**src/rtl/turn_pkg.sv**
```systemverilog
// Shared definitions for the N-player turn sequencer: state encoding,
// player limit and a popcount helper used for end-of-game detection.
package turn_pkg;

  localparam int MAX_PLAYERS = 8;

  typedef enum logic [3:0] {
    IDLE  = 4'b0001,
    CLEAR = 4'b0010,
    PLAY  = 4'b0100,
    DONE  = 4'b1000
  } state_t;

  function automatic logic [3:0] popcount(input logic [MAX_PLAYERS-1:0] v);
    logic [3:0] cnt;
    cnt = 4'd0;
    for (int i = 0; i < MAX_PLAYERS; i++) begin
      cnt = cnt + 4'(v[i]);
    end
    return cnt;
  endfunction

endpackage

```
**src/rtl/turn_controller_rr_next_alive.sv**
```systemverilog
// Combinational round-robin search: first set bit of i_alive strictly after
// i_cur, wrapping; offset NUM_PLAYERS lands back on i_cur itself.
module rr_next_alive #(
  parameter int NUM_PLAYERS = 2,
  parameter int IDX_W       = $clog2(NUM_PLAYERS)
) (
  input  logic [NUM_PLAYERS-1:0] i_alive,
  input  logic [IDX_W-1:0]       i_cur,
  output logic [IDX_W-1:0]       o_next
);

  logic [IDX_W-1:0] w_idx;

  // Scan farthest offset first so the nearest hit is the last one written.
  always_comb begin
    o_next = i_cur;
    w_idx  = '0;
    for (int k = NUM_PLAYERS; k >= 1; k--) begin
      w_idx = IDX_W'((int'(i_cur) + k) % NUM_PLAYERS);
      if (i_alive[w_idx]) begin
        o_next = w_idx;
      end
    end
  end

endmodule

```
**src/rtl/turn_controller.sv**
```systemverilog
// Round-robin N-player turn sequencer with per-player chess-clock budgets,
// surrender/timeout elimination and winner/draw detection. All outputs registered.
module turn_controller
  import turn_pkg::*;
#(
  parameter int NUM_PLAYERS = 2,
  parameter int TIME_W      = 12,
  parameter int TIME_INIT   = 600,
  parameter int IDX_W       = $clog2(NUM_PLAYERS)
) (
  input  logic                   clk,
  input  logic                   nRST,
  input  logic                   start,
  input  logic                   tick_en,
  input  logic [NUM_PLAYERS-1:0] move_done,
  input  logic [NUM_PLAYERS-1:0] surrender,
  output logic [3:0]             state,
  output logic                   clr,
  output logic [NUM_PLAYERS-1:0] player_en,
  output logic [IDX_W-1:0]       cur_player,
  output logic [TIME_W-1:0]      time_left,
  output logic [NUM_PLAYERS-1:0] alive,
  output logic [IDX_W-1:0]       winner,
  output logic                   winner_valid,
  output logic                   draw
);

  state_t                   r_state;
  logic                     r_clr;
  logic [NUM_PLAYERS-1:0]   r_pen;
  logic [IDX_W-1:0]         r_cur;
  logic [TIME_W-1:0]        r_tl;
  logic [NUM_PLAYERS-1:0]   r_alive;
  logic [IDX_W-1:0]         r_winner;
  logic                     r_wv;
  logic                     r_draw;
  logic [TIME_W-1:0]        r_time [NUM_PLAYERS];

  logic [TIME_W-1:0]        w_cur_time;
  logic [TIME_W-1:0]        w_time_nxt;
  logic                     w_timeout;
  logic [NUM_PLAYERS-1:0]   w_cur_oh;
  logic [NUM_PLAYERS-1:0]   w_alive_nxt;
  logic                     w_cur_elim;
  logic                     w_adv;
  logic [3:0]               w_pop;
  logic [IDX_W-1:0]         w_next;
  logic [NUM_PLAYERS-1:0]   w_next_oh;

  assign w_cur_time = r_time[r_cur];
  assign w_timeout  = tick_en && (w_cur_time == TIME_W'(1));
  assign w_time_nxt = (tick_en && (w_cur_time != '0)) ? (w_cur_time - TIME_W'(1)) : w_cur_time;
  assign w_cur_oh   = NUM_PLAYERS'(1) << r_cur;

  // Surrenders from any alive player plus a timeout of the active one.
  assign w_alive_nxt = r_alive & ~surrender & ~(w_timeout ? w_cur_oh : '0);
  assign w_cur_elim  = ~|(w_alive_nxt & w_cur_oh);
  assign w_adv       = w_cur_elim | (|(move_done & w_cur_oh));
  assign w_pop       = popcount(MAX_PLAYERS'(w_alive_nxt));
  assign w_next_oh   = NUM_PLAYERS'(1) << w_next;

  // With a single survivor the search wraps onto it, so w_next doubles as the winner.
  rr_next_alive #(
    .NUM_PLAYERS (NUM_PLAYERS),
    .IDX_W       (IDX_W)
  ) u_rr (
    .i_alive (w_alive_nxt),
    .i_cur   (r_cur),
    .o_next  (w_next)
  );

  always_ff @(posedge clk or negedge nRST) begin
    if (!nRST) begin
      r_state  <= IDLE;
      r_clr    <= 1'b0;
      r_pen    <= '0;
      r_cur    <= '0;
      r_tl     <= '0;
      r_alive  <= '0;
      r_winner <= '0;
      r_wv     <= 1'b0;
      r_draw   <= 1'b0;
      for (int i = 0; i < NUM_PLAYERS; i++) begin
        r_time[i] <= '0;
      end
    end else begin
      case (r_state)
        IDLE, DONE: begin
          if (start) begin
            r_state  <= CLEAR;
            r_clr    <= 1'b1;
            r_cur    <= '0;
            r_tl     <= TIME_W'(TIME_INIT);
            r_alive  <= '1;
            r_winner <= '0;
            r_wv     <= 1'b0;
            r_draw   <= 1'b0;
            for (int i = 0; i < NUM_PLAYERS; i++) begin
              r_time[i] <= TIME_W'(TIME_INIT);
            end
          end
        end
        CLEAR: begin
          r_state <= PLAY;
          r_clr   <= 1'b0;
          r_pen   <= NUM_PLAYERS'(1);
        end
        PLAY: begin
          r_time[r_cur] <= w_time_nxt;
          r_alive       <= w_alive_nxt;
          if (w_pop <= 4'd1) begin
            r_state <= DONE;
            r_pen   <= '0;
            r_tl    <= w_time_nxt;
            if (w_pop == 4'd1) begin
              r_winner <= w_next;
              r_wv     <= 1'b1;
            end else begin
              r_draw <= 1'b1;
            end
          end else if (w_adv) begin
            r_cur <= w_next;
            r_pen <= w_next_oh;
            r_tl  <= r_time[w_next];
          end else begin
            r_tl <= w_time_nxt;
          end
        end
        default: r_state <= IDLE;
      endcase
    end
  end

  assign state        = r_state;
  assign clr          = r_clr;
  assign player_en    = r_pen;
  assign cur_player   = r_cur;
  assign time_left    = r_tl;
  assign alive        = r_alive;
  assign winner       = r_winner;
  assign winner_valid = r_wv;
  assign draw         = r_draw;

endmodule

```
**config.mk**
```make
export PLATFORM = sky130hd
export DESIGN_NAME = turn_controller
export DESIGN_NICKNAME = d
export VERILOG_FILES = /design/src/rtl/turn_pkg.sv /design/src/rtl/turn_controller_rr_next_alive.sv /design/src/rtl/turn_controller.sv
export SDC_FILE = /design/constraint.sdc
export NUM_CORES = 1
export LEC_CHECK = 0
export CAP_MARGIN = 30
export CORE_ASPECT_RATIO = 2
export CORE_MARGIN = 1.5
export CORE_UTILIZATION = 50
export DETAILED_ROUTE_END_ITERATION = 6
export PLACE_DENSITY = 0.75
export SLEW_MARGIN = 0
export SYNTH_ARGS = -nofsm -noshare
export SYNTH_HDL_FRONTEND = slang
export SYNTH_SLANG_ARGS = --single-unit
```
**constraint.sdc**
```tcl
create_clock -name clk -period 2.85 [get_ports clk]
set_input_delay 0.57 -clock clk [delete_from_list [all_inputs] [get_ports clk]]
set_output_delay 0.57 -clock clk [all_outputs]
set_load 0.005 [all_outputs]
```
* After elaboration in Yosys (flattened, before gate mapping)
Index checks and enable logic that the tools add are counted.
** Cells by class
- Add/sub/neg operators :: 4
- Order comparisons :: 6
- Eq/ne operators :: 13
- Shift-type cells :: 2
- Muxes and demuxes :: 46
- Bitwise gates (word level) :: 9
- Reduce and logical (&&, ||, !) cells :: 18
** Operator list (number)
- $mux 12 :: 11
- $pmux 24 s2 :: 1
- $bwmux 24 :: 1
- $mux 24 :: 1
- $pmux 12 s2 :: 1
- $mux 1 :: 16
- $demux 12 s1 :: 1
- $eq 12x1->1 const B :: 1
- $ne 2x2->1 const B :: 6
- $pmux 4 s3 :: 1
- $reduce_and 4->1 :: 3
- $reduce_bool 12->1 :: 1
- $sub 12x1->12 const B :: 1
- $pmux 1 s2 :: 5
- $and 2x2->2 :: 4
- $mux 2 :: 4
- $mux 4 :: 2
- $pmux 2 s2 :: 2
- $reduce_and 2->1 :: 4
- $reduce_bool 2->1 :: 3
- $reduce_or 2->1 :: 3
- $eq 4x1->1 const B :: 1
- $eq 4x2->1 const B :: 1
- $eq 4x3->1 const B :: 1
- other kinds (15) :: 23
** Word-level totals
- Flip-flop bits (word level) :: 49
- Input port bits :: 8
- Output and inout port bits :: 25
- Word-level logic and storage cells :: 109

* Longest topological paths before layout
Gate-level depths: netlist of the first run.
- Depth after elaboration :: 20
- Gate-level depth with buffers :: 16
- Depth with buffers taken out :: 13

* Hierarchy
From an unflattened synthesis of the first run, not the netlist that was laid out.
** Unflattened totals
- Cell total of the unflattened synthesis :: 322
- Area, all modules :: 3014.1 µm²
** By module, submodules not included
- turn_controller :: times used 1, cells each 320, area an instance 3000.4 µm², seq. area each 1227.4 µm²
- rr_next_alive :: times used 1, cells each 2, area an instance 13.8 µm², seq. area each 0.0 µm²

* Least setup slack after synthesis of the first run
No wires, ideal clock.
- Path type :: reg-to-reg
- From :: register r_cur (netlist: cur_player)
- To :: register r_tl[7] (netlist: time_left[7])
- Data arrival time :: 2.832 ns
- Slack :: -0.048 ns
- Cell stages (with the launch flop) :: 15
- Buffers on the path :: 4
- Clock period less this slack :: 2.898 ns
- Cell sequence :: dfrtp_1 buf_6 buf_2 mux2i_1 ha_1 nand2_1 nor4_1 and2_1 nor2_1 ha_1 clkbuf_1 and2_1 buf_4 nor2_2 a31o_1
** On the way
- Word-level cells in the longest chain between the ends :: 20
- Elaborated cells on any way between the ends :: 37
- Classes of those cells :: 4 x add/sub; 1 x order compare; 1 x eq/ne; 1 x shift; 17 x mux; 7 x bitwise; 6 x reduce/logical
** RTL lines
- start: declaration :: RTL line turn_controller.sv:31 : logic [IDX_W-1:0] r_cur;
- start signal: assignment :: RTL line turn_controller.sv:122 : r_cur <= w_next;
- $not 1->2 (implied by the code) :: RTL line turn_controller.sv:50 : assign w_cur_time = r_time[r_cur];
- $mux 12 (implied by the code) (3 in a row) :: RTL line turn_controller.sv:50
- $eq 12x1->1 :: RTL line turn_controller.sv:51 : assign w_timeout = tick_en && (w_cur_time == TIME_W'(1));
- $logic_and 1x1->1 :: RTL line turn_controller.sv:51
- $mux 2 :: RTL line turn_controller.sv:56 : assign w_alive_nxt = r_alive & ~surrender & ~(w_timeout ? w_cur_oh : '0);
- $not 2->2 :: RTL line turn_controller.sv:56
- $and 2x2->2 :: RTL line turn_controller.sv:56
- $mux 1 (implied by the code) (2 in a row) :: RTL line turn_controller_rr_next_alive.sv:20 : if (i_alive[w_idx]) begin
- $mux 1 (2 in a row) :: RTL line turn_controller_rr_next_alive.sv:20
- $not 1->2 (implied by the code) :: RTL line turn_controller.sv:124 : r_tl <= r_time[w_next];
- $mux 12 (implied by the code) (3 in a row) :: RTL line turn_controller.sv:124
- $mux 12 :: RTL line turn_controller.sv:121 : end else if (w_adv) begin
- $mux 12 (*) :: RTL line turn_controller.sv:111 : if (w_pop <= 4'd1) begin
- $pmux 12 s2 (*) :: RTL line turn_controller.sv:87 : case (r_state)
- end signal: assignment :: RTL line turn_controller.sv:114 : r_tl <= w_time_nxt;
- end signal: assignment :: RTL line turn_controller.sv:124
- end signal: assignment :: RTL line turn_controller.sv:126 : r_tl <= w_time_nxt;
- end: declaration :: RTL line turn_controller.sv:32 : logic [TIME_W-1:0] r_tl;
Every way passes the cells marked *; elsewhere a longest branch is shown, timed or not. The select of a mux whose other input is x is not followed.
A chain may end at the register's enable or synchronous reset.

* Worst setup path after layout of the first run
Ends and elaborated chain as after synthesis.

==> PnR_summary.wiki, run 1 <==
{| class="wikitable"
! Metric !! Value
|-
| Average cell area after synthesis || 9.64 sq um
|-
| Ratio of cells with drive above 1 in the final layout || 18.4%
|-
| RSZ-0062 raised after global routing || no
|-
| Critical path required time || just over 3 ns
|-
| Post-synthesis cell area || between 2000 and 3000 sq um
|-
| Filler instances || around 480
|-
| Multi-input gate area || roughly 1600 sq um
|-
| Final setup violation count || 0
|-
| Starting density of the core || between 50% and 60%
|-
| Number of distinct library cells after synthesis || 60
|-
| Width of the chip || approximately 57 um
|-
| Nature of the critical path startpoint || register
|-
| Post-detailed-route via-to-cell ratio || 6.43
|-
| Termination of the worst setup path || time_left[7]$_DFFE_PN0P_
|-
| DR WL/cell || 21.3 um
|-
| Fin Hold WS || between 0.3 and 0.4 ns
|-
| Sum Neg Setup Slack || 0 ns
|-
| Leakage power figure || around 1.5 nW
|-
| Stages on worst setup path || 10
|-
| Htree depth || 2
|-
| Simple-gate area share of the yosys netlist || a little under a fifth
|-
| Met3 Use GR || roughly 4%
|-
| Router iterations before antenna repair || 4
|-
| Async set-or-reset flop fraction in the synthesized netlist || between 90% and 100%
|-
| Max Cap Viol || 0
|-
| Final worst-path cycle share || a little over 90%
|-
| Slew at the pin closest to its max-slew limit || approximately 0.69 ns
|-
| Clock-pin slew of the registers on the worst-case setup and hold paths || 0.07 ns
|-
| Final wirelength || between 8000 and 9000 um
|-
| Buffer levels on the longest clock path || 2
|-
| Worst slack at placement || around 0.10 ns
|-
| Startpoint of the most critical setup path || cur_player$_DFFE_PN0P_
|-
| Met1 track demand over resource in global routing || 31.3%
|-
| Post-synthesis to final-layout area growth || 24.3%
|-
| Critical path peak fanout || 9
|-
| Power, Total || roughly 2.6 mW
|-
| Worst Setup Slack, final || around 0.22 ns
|-
| Root cell of the clock tree || clkbuf_16
|-
| Complex-gate fraction of the synthesized area || a little over a fifth
|-
| Maximum achievable frequency || 0.380 GHz
|-
| Post-Syn Instances || slightly above 300
|-
| Arrival time reported for the critical path endpoint || approximately 2.9 ns
|-
| Slowest cell on the critical path || dfrtp_2
|-
| Cell family with the largest share of critical-path delay || simple AND/OR/NAND/NOR gates
|-
| Portion of the post-synthesis area used by sequential elements || between 40% and 50%
|-
| Shortest clock period the worst path allows after layout || about 2.6 ns
|-
| Global-route usage over all layers || a little under 30%
|-
| Die footprint || approximately 6300 sq um
|-
| Post-route clock skew || roughly 0.0049 ns
|-
| FF-to-FF path depth || 10
|-
| Power per cell area || roughly 700 nW/um^2
|-
| GRT met2 Usage || between 50% and 60%
|-
| Warnings from Yosys || 0
|-
| Core area || 5660 sq um
|-
| Syn_nets || roughly 310
|-
| Row Count || 39
|-
| Num CTS Buffers || 5
|-
| Fraction of synthesized cell area in xor and xnor cells || 2.70%
|-
| R2r startpoint || cur_player$_DFFE_PN0P_
|-
| Total number of clock tree sinks || between 40 and 50
|-
| TritonCTS clock tree || done
|-
| WP buf/inv || 1
|-
| Post-Place Cells || 406
|-
| Chip Height || between 100 and 150 um
|-
| Worst vdd ir || 807 uV
|-
| Worst rel slew slack || 53.8%
|-
| Worst hold-check path type || in2async
|-
| Largest net degree at the start of global routing || 50
|-
| Post-layout nets || ~360
|-
| Residual overflow from global routing || 0
|-
| Cell breakdown of the critical path || buf_4, mux2i_2, o21ai_2, nor4_2, and2_1, nor2_1, ha_1, and2_1, nor2_4, a31o_1
|-
| Number of buffer cells added on primary ports || 32
|-
| Most common cell on crit path || and2_1
|-
| Number of synthesized flops with an enable pin || 0
|-
| DRC violation total after the first TritonRoute iteration || 68
|-
| Via count of the routed design || between 2000 and 3000
|-
| Vias in the first global route || ~2700
|-
| Final-report max-slew violation count || 0
|-
| Cell taking the most area after synthesis || dfrtp_1
|-
| Combinational family with the most area after synthesis || compound AO/OA/AOI/OAI gates
|-
| Antenna Diode Count || 0
|-
| Detailed placement HPWL || approximately 6500 um
|-
| Run status || finished, final reports clean
|-
| RD Place Congestion || between 0.9 and 1
|-
| Share of synthesized cell area in full adder, half adder and majority cells || roughly 1.3%
|-
| Top-level I/O count || 33
|-
| Proportion of netlist area held by the largest area contributor || between 40% and 50%
|-
| Capturing element type of the critical path || register
|-
| Leading post-synthesis cells by cell area || dfrtp_1 41%, mux2i_1 6.5%, nor2_1 3.7%, o21ai_0 3.6%, nand2_1 3.5%
|-
| Area used by sequential logic in the layout || 1230 sq um
|-
| Worst r2r dst || time_left[7]$_DFFE_PN0P_
|-
| Mux share of post-synthesis cell area || roughly 10%
|-
| Worst R2R Setup Slack || roughly 0.22 ns
|-
| # DRC || 0
|-
| Count of state elements after synthesis || about 50
|-
| Non-filler cells in the finished layout || 414
|-
| Postcts setup bufs || 0
|-
| Worst Setup Path Type || reg2reg
|-
| Critical path's largest stage delay || roughly 0.45 ns
|-
| Number of endpoints with negative hold slack in the final report || 0
|-
| Grt peak-use layer || met2
|-
| Top flip-flop cell by instance count after synthesis || dfrtp_1
|-
| Antenna violation net count after detailed routing || 0
|-
| Wire length of the first global-routing pass || around 14000 um
|-
| Number of antenna violations at the first check in global routing || 0
|-
| Source-to-sink clock delay at the later pin of the worst-skew pair || 0.29 ns
|}
==> layout by cell type, fill, tap and decap left out, types with 9 or more instances in the layout <==
cell type	count
buf_4	24
nor3_1	9
clkdlybuf4s50_1	31
o21ai_1	10
nor2_1	29
mux2i_1	19
a21oi_1	14
nand2_1	27
o21ai_0	20
a22o_1	11
dfrtp_1	47
==> worst min-delay path by stage <==
stage / end / cells past startpoint
finish: time_left[2]$_DFFE_PN0P_ / 2
global route: r_time[2]$_DFFE_PN0P_ / 2
CTS: r_time[2]$_DFFE_PN0P_ / 2
detailed placement: winner_valid$_DFFE_PN0P_ / 2
global placement: winner_valid$_DFFE_PN0P_ / 2
floorplan: alive[0]$_DFFE_PN0P_ / 0
==> synth_stat cells (all sizes together) (2+ instances only) <==
cell,instances
nor3,10
o31ai,4
and2,3
o41ai,3
o21ai,31
o311ai,2
or2,3
o32ai,3
nor4b,2
a21o,3
nand3,8
dfrtp,48
a22o,11
nor2,32
xor2,5
ha,3
o22a,3
clkbuf,6
nand2,28
o211ai,2
mux2,8
xnor2,4
inv,4
o21a,3
mux2i,20
a21oi,14
or3,4
buf,8
nor3b,4
nand2b,5
nand3b,2
a211oi,2
nor4,3
==> worst reg2reg max path, stage by stage (launching register included) <==
cell     delay (ns)
dfrtp_2        0.45
buf_4          0.23
mux2i_2        0.31
o21ai_2        0.12
nor4_2         0.32
and2_1         0.19
nor2_1         0.05
ha_1           0.25
and2_1         0.28
nor2_4         0.21
a31o_1         0.16
==> registers in the layout, summed over array words and instances (netlist names) <==
signal	count
r_time	24
time_left	12
state	4
alive	2
player_en	2
clr	1
cur_player	1
draw	1
winner	1
winner_valid	1
==> per-stage QoR <==
step                cell area [sq um]  utilization, %
floorplan                        2930               -
global placement                 3420            60.4
detailed placement               3420            60.4
CTS                              3610            63.8
global route                     3630            64.1
finish                           3630            64.1
==> repair_timing <==
action                                  CTS  global route
resized for setup                         0             4
endpoints found under the setup margin    0             8
hold buffers                              0             0
endpoints found under the hold margin     0             0
==> cells by family after synthesis <==
| logic type | after synthesis |
|---|---|
| AO/OA/AOI/OAI | 87 |
| XOR/XNOR | 9 |
| adder cells (fa/ha/maj) | 3 |
| buffers and inverters | 19 |
| flip-flops | 49 |
| multiplexers | 28 |
| AND/OR/NAND/NOR | 108 |
==> report_power, final <==
part           internal, mW  switching (mW)  total [mW]
registers             0.798           0.109       0.906
clock network         0.501           0.259       0.760
logic                 0.374           0.512       0.885
total                  1.67           0.880        2.55
==> routing by layer <==
layer / up-vias / routed length, um
li1: 1202 / -
met1: 1326 / 3040
met2: 103 / 4920
met3: 33 / 328
met4: 0 / 527
met5: - / 0
==> final cells by class <==
| type | count | area share, % |
|---|---|---|
| multi-input combinational | 235 | 44.7 |
| sequential | 49 | 33.8 |
| timing repair buffer | 56 | 13.6 |
| clock buffer | 5 | 3.45 |
| tap | 61 | 2.10 |
| clock inverter | 3 | 1.79 |
| inverter | 5 | 0.517 |
Note: power is estimated with default switching activity, not from simulation.
==> run 2: changes to the inputs <==
--- a/config.mk
+++ b/config.mk
@@ -6,7 +6,7 @@
 export NUM_CORES = 1
 export LEC_CHECK = 0
 export CAP_MARGIN = 30
-export CORE_ASPECT_RATIO = 2
+export CORE_ASPECT_RATIO = 0.6
 export CORE_MARGIN = 1.5
 export CORE_UTILIZATION = 50
 export DETAILED_ROUTE_END_ITERATION = 6
==> constraint.sdc (replaced) <==
create_clock -name clk -period 2.23 [get_ports clk]
set_input_delay 0.446 -clock clk [delete_from_list [all_inputs] [get_ports clk]]
set_output_delay 0.446 -clock clk [all_outputs]
set_load 0.005 [all_outputs]
==> PnR_summary.wiki, run 2 (synthesized netlist as in run 1, its figures left out) <==
{| class="wikitable"
! Metric !! Value
|-
| Row Count || 21 (-46%)
|-
| Clock-pin slew of the registers on the worst-case setup and hold paths || 0.09 ns (+0.02 ns)
|-
| FF-to-FF path depth || 12 (+2)
|-
| Global-route usage over all layers || 35.4% (+5.9 points)
|-
| Final worst-path cycle share || 118% (+26 points)
|-
| Net switching share of the total power || 40.8% (+6.4 points)
|-
| Top-level I/O count || 33 (unchanged)
|-
| Starting density of the core || 52.2% (+0.59 points)
|-
| Proportion of power drawn by flip-flops and latches || 32.8% (-2.7 points)
|-
| Worst hold-check path type || in2async
|-
| Leakage power figure || 1.92 nW (+29%)
|-
| Chip Height || 62.2 um (-44%)
|-
| Power, Total || 3.56 mW (+40%)
|-
| Post-detailed-route via-to-cell ratio || 6.57 (+2.2%)
|-
| Via count of the routed design || 3307 (+24%)
|-
| Critical path's largest stage delay || 0.44 ns (about the same)
|-
| Num CTS Buffers || 5 (unchanged)
|-
| Worst rel slew slack || 58.7% (+4.9 points)
|-
| Residual overflow from global routing || 0 (unchanged)
|-
| Core area || 5600 sq um (-1.1%)
|-
| Worst vdd ir || 530 uV (-34%)
|-
| Placement-stage cell area || 3840 sq um (+12%)
|-
| Post-synthesis to final-layout area growth || 60.9%
|-
| Antenna Diode Count || 0 (unchanged)
|-
| Clock share of power || 16.6% (-13 points)
|-
| Router iterations before antenna repair || 5 (+1)
|-
| Post-route clock skew || 0.00778 ns (+0.00288 ns)
|-
| Multi-input gate area || 2150 sq um (+33%)
|-
| # DRC || 0 (unchanged)
|-
| DR WL/cell || 23.9 um (+12%)
|-
| Switching component of the power || 1.45 mW (+65%)
|-
| Number of buffers added to fix hold violations after cts || 0 (unchanged)
|-
| Max reg flops || 24 (unchanged)
|-
| WP buf/inv || 2 (+1)
|-
| Register containing the most flip-flops in the final layout || r_time
|-
| TritonCTS clock tree || done
|-
| Htree depth || 2 (unchanged)
|-
| Slew at the pin closest to its max-slew limit || 0.603 ns (-0.0884 ns)
|-
| Violated checks || setup timing
|-
| Source-to-sink clock delay at the later pin of the worst-skew pair || 0.31 ns (+0.02 ns)
|-
| Stages on worst setup path || 12 (+2)
|-
| Root cell of the clock tree || clkbuf_8
|-
| Detailed placement HPWL || 6890 um (+5.4%)
|-
| Total number of clock tree sinks || 49 (unchanged)
|-
| Wire length of the first global-routing pass || 16900 um (+19%)
|-
| Width of the chip || 102 um (+78%)
|-
| Slowest cell on the critical path || dfrtp_2
|-
| Critical path required time || 2.44 ns (-0.64 ns)
|-
| Sum Neg Setup Slack || -9.57 ns (-9.57 ns)
|-
| Worst Setup Path Type || reg2reg
|-
| Ratio of cells with drive above 1 in the final layout || 48.0% (+30 points)
|-
| Worst R2R Setup Slack || -0.40 ns (-0.63 ns)
|-
| Number of buffer cells added on primary ports || 32 (unchanged)
|-
| Final wirelength || 12000 um (+37%)
|-
| Arrival time reported for the critical path endpoint || 2.84 ns (-0.02 ns)
|-
| Final-report max-slew violation count || 0 (unchanged)
|-
| DRC violation total after the first TritonRoute iteration || 286 (+320%)
|-
| Worst Setup Slack, final || -0.403 ns (-0.625 ns)
|-
| Share of the core filled with cells || 84.0% (+20 points)
|-
| Filler instances || 290 (-40%)
|-
| Antenna violation net count after detailed routing || 0 (unchanged)
|-
| Run status || complete, but fails checks
|-
| Capturing element type of the critical path || register
|-
| Final setup violation count || 44 (+44)
|-
| Leading cell type in the layout, fill and taps excluded || buf_4
|-
| Cell breakdown of the critical path || buf_6, mux2i_2, inv_1, ha_2, nand2_4, nor4_4, and2_4, nor2_4, ha_4, nand3_1, o21ai_1, a31o_1
|-
| Gate power share || 50.6% (+16 points)
|-
| Cell family with the largest share of critical-path delay || simple AND/OR/NAND/NOR gates
|-
| Buffer levels on the longest clock path || 2 (unchanged)
|-
| Max Cap Viol || 0 (unchanged)
|-
| RSZ-0062 raised after global routing || yes
|-
| Vias in the first global route || 3211 (+17%)
|-
| Nature of the critical path startpoint || register
|-
| Critical path peak fanout || 7 (-2)
|-
| RD Place Congestion || 0.933 (-1.3%)
|-
| Number of endpoints with negative hold slack in the final report || 0 (unchanged)
|-
| Die footprint || 6320 sq um (-0.21%)
|-
| Number of antenna violations at the first check in global routing || 0 (unchanged)
|-
| Largest net degree at the start of global routing || 31 (-38%)
|-
| Shortest clock period the worst path allows after layout || 2.63 ns (+0.00522 ns)
|-
| Cell area after layout || 4700 sq um (+29%)
|-
| Power per cell area || 758 nW/um^2 (+7.9%)
|-
| P_int || 2.11 mW (+26%)
|-
| Maximum achievable frequency || 0.380 GHz (-0.20%)
|-
| Commonest cells after routing, fill and taps aside || 76 x buf_4, 47 x dfrtp_1, 31 x clkdlybuf4s50_1
|-
| Area used by sequential logic in the layout || 1230 sq um (unchanged)
|-
| Post-layout nets || 433 (+19%)
|}
run 2: cell types whose count changed in the layout (fill, tap and decap cells not counted), moves of 6 or more:
cell,change
buf_6,+14
o21ai_2,+6
a21oi_2,+9
clkbuf_8,+7
o21ai_0,-12
buf_4,+52
nor2_1,-10
a21oi_1,-9
run 2: timing repair:
item | 4_1_cts | 5_1_grt
cloned | 1 | 0
endpoints found under the setup margin | 43 | 46
setup buffers | 17 | 12
gates resized for setup | 59 | 64
pin swaps | 27 | 43
run 2: path summary, 6_finish.rpt:
check	start	endpoint
hold reg to reg	time_left[5]$_DFFE_PN0P_	time_left[5]$_DFFE_PN0P_
setup reg to reg	cur_player$_DFFE_PN0P_	time_left[7]$_DFFE_PN0P_
setup / recovery	cur_player$_DFFE_PN0P_	time_left[7]$_DFFE_PN0P_
min in group clk	time_left[5]$_DFFE_PN0P_	time_left[5]$_DFFE_PN0P_
hold / removal	nRST	clr$_DFFE_PN0P_
max in group asynchronous	nRST	state[0]$_DFFE_PN1P_
run 2: power by group through the flow:
stage / Combinational [mW] / Clock, mW / Sequential [mW]
2_1_floorplan: 0.676 / 0 / 1.13
3_3_place_gp: 1.30 / 0 / 1.15
3_5_place_dp: 1.34 / 0 / 1.16
4_1_cts: 1.53 / 0.590 / 1.14
5_1_grt: 1.88 / 0.633 / 1.18
6_report: 1.80 / 0.592 / 1.17
run 2: stage by stage:
step	setup WS, ns	hold WS (ns)	std cells
floorplan	-0.376	0.150	303
global route	-0.490	0.0969	503
finish	-0.403	0.0732	503
CTS	-0.219	0.0834	496
global placement	-0.248	0.420	470
detailed placement	-0.351	0.427	470
run 2: worst reg2reg max path, cell delays in order (launching register included):
cell,delay [ns]
dfrtp_2,0.44
buf_6,0.15
mux2i_2,0.16
inv_1,0.12
ha_2,0.21
nand2_4,0.07
nor4_4,0.37
and2_4,0.23
nor2_4,0.05
ha_4,0.19
nand3_1,0.25
o21ai_1,0.10
a31o_1,0.19
run 2: final cells by class:
| type | count | area share [%] |
|---|---|---|
| clock buffer | 7 | 2.05 |
| clock inverter | 1 | 0.106 |
| inverter | 5 | 0.399 |
| multi-input combinational | 236 | 45.8 |
| sequential | 49 | 26.1 |
| tap | 80 | 2.13 |
| timing repair buffer | 125 | 23.4 |
run 2: metal layers:
layer  vias up  global-route usage (%)  routed length, um
met1      1609                    51.3               4870
met2       267                    53.5               5300
met5         -                       0                  0
met3        78                    7.55               1260
met4         0                    9.72                622
li1       1353                       -                  -
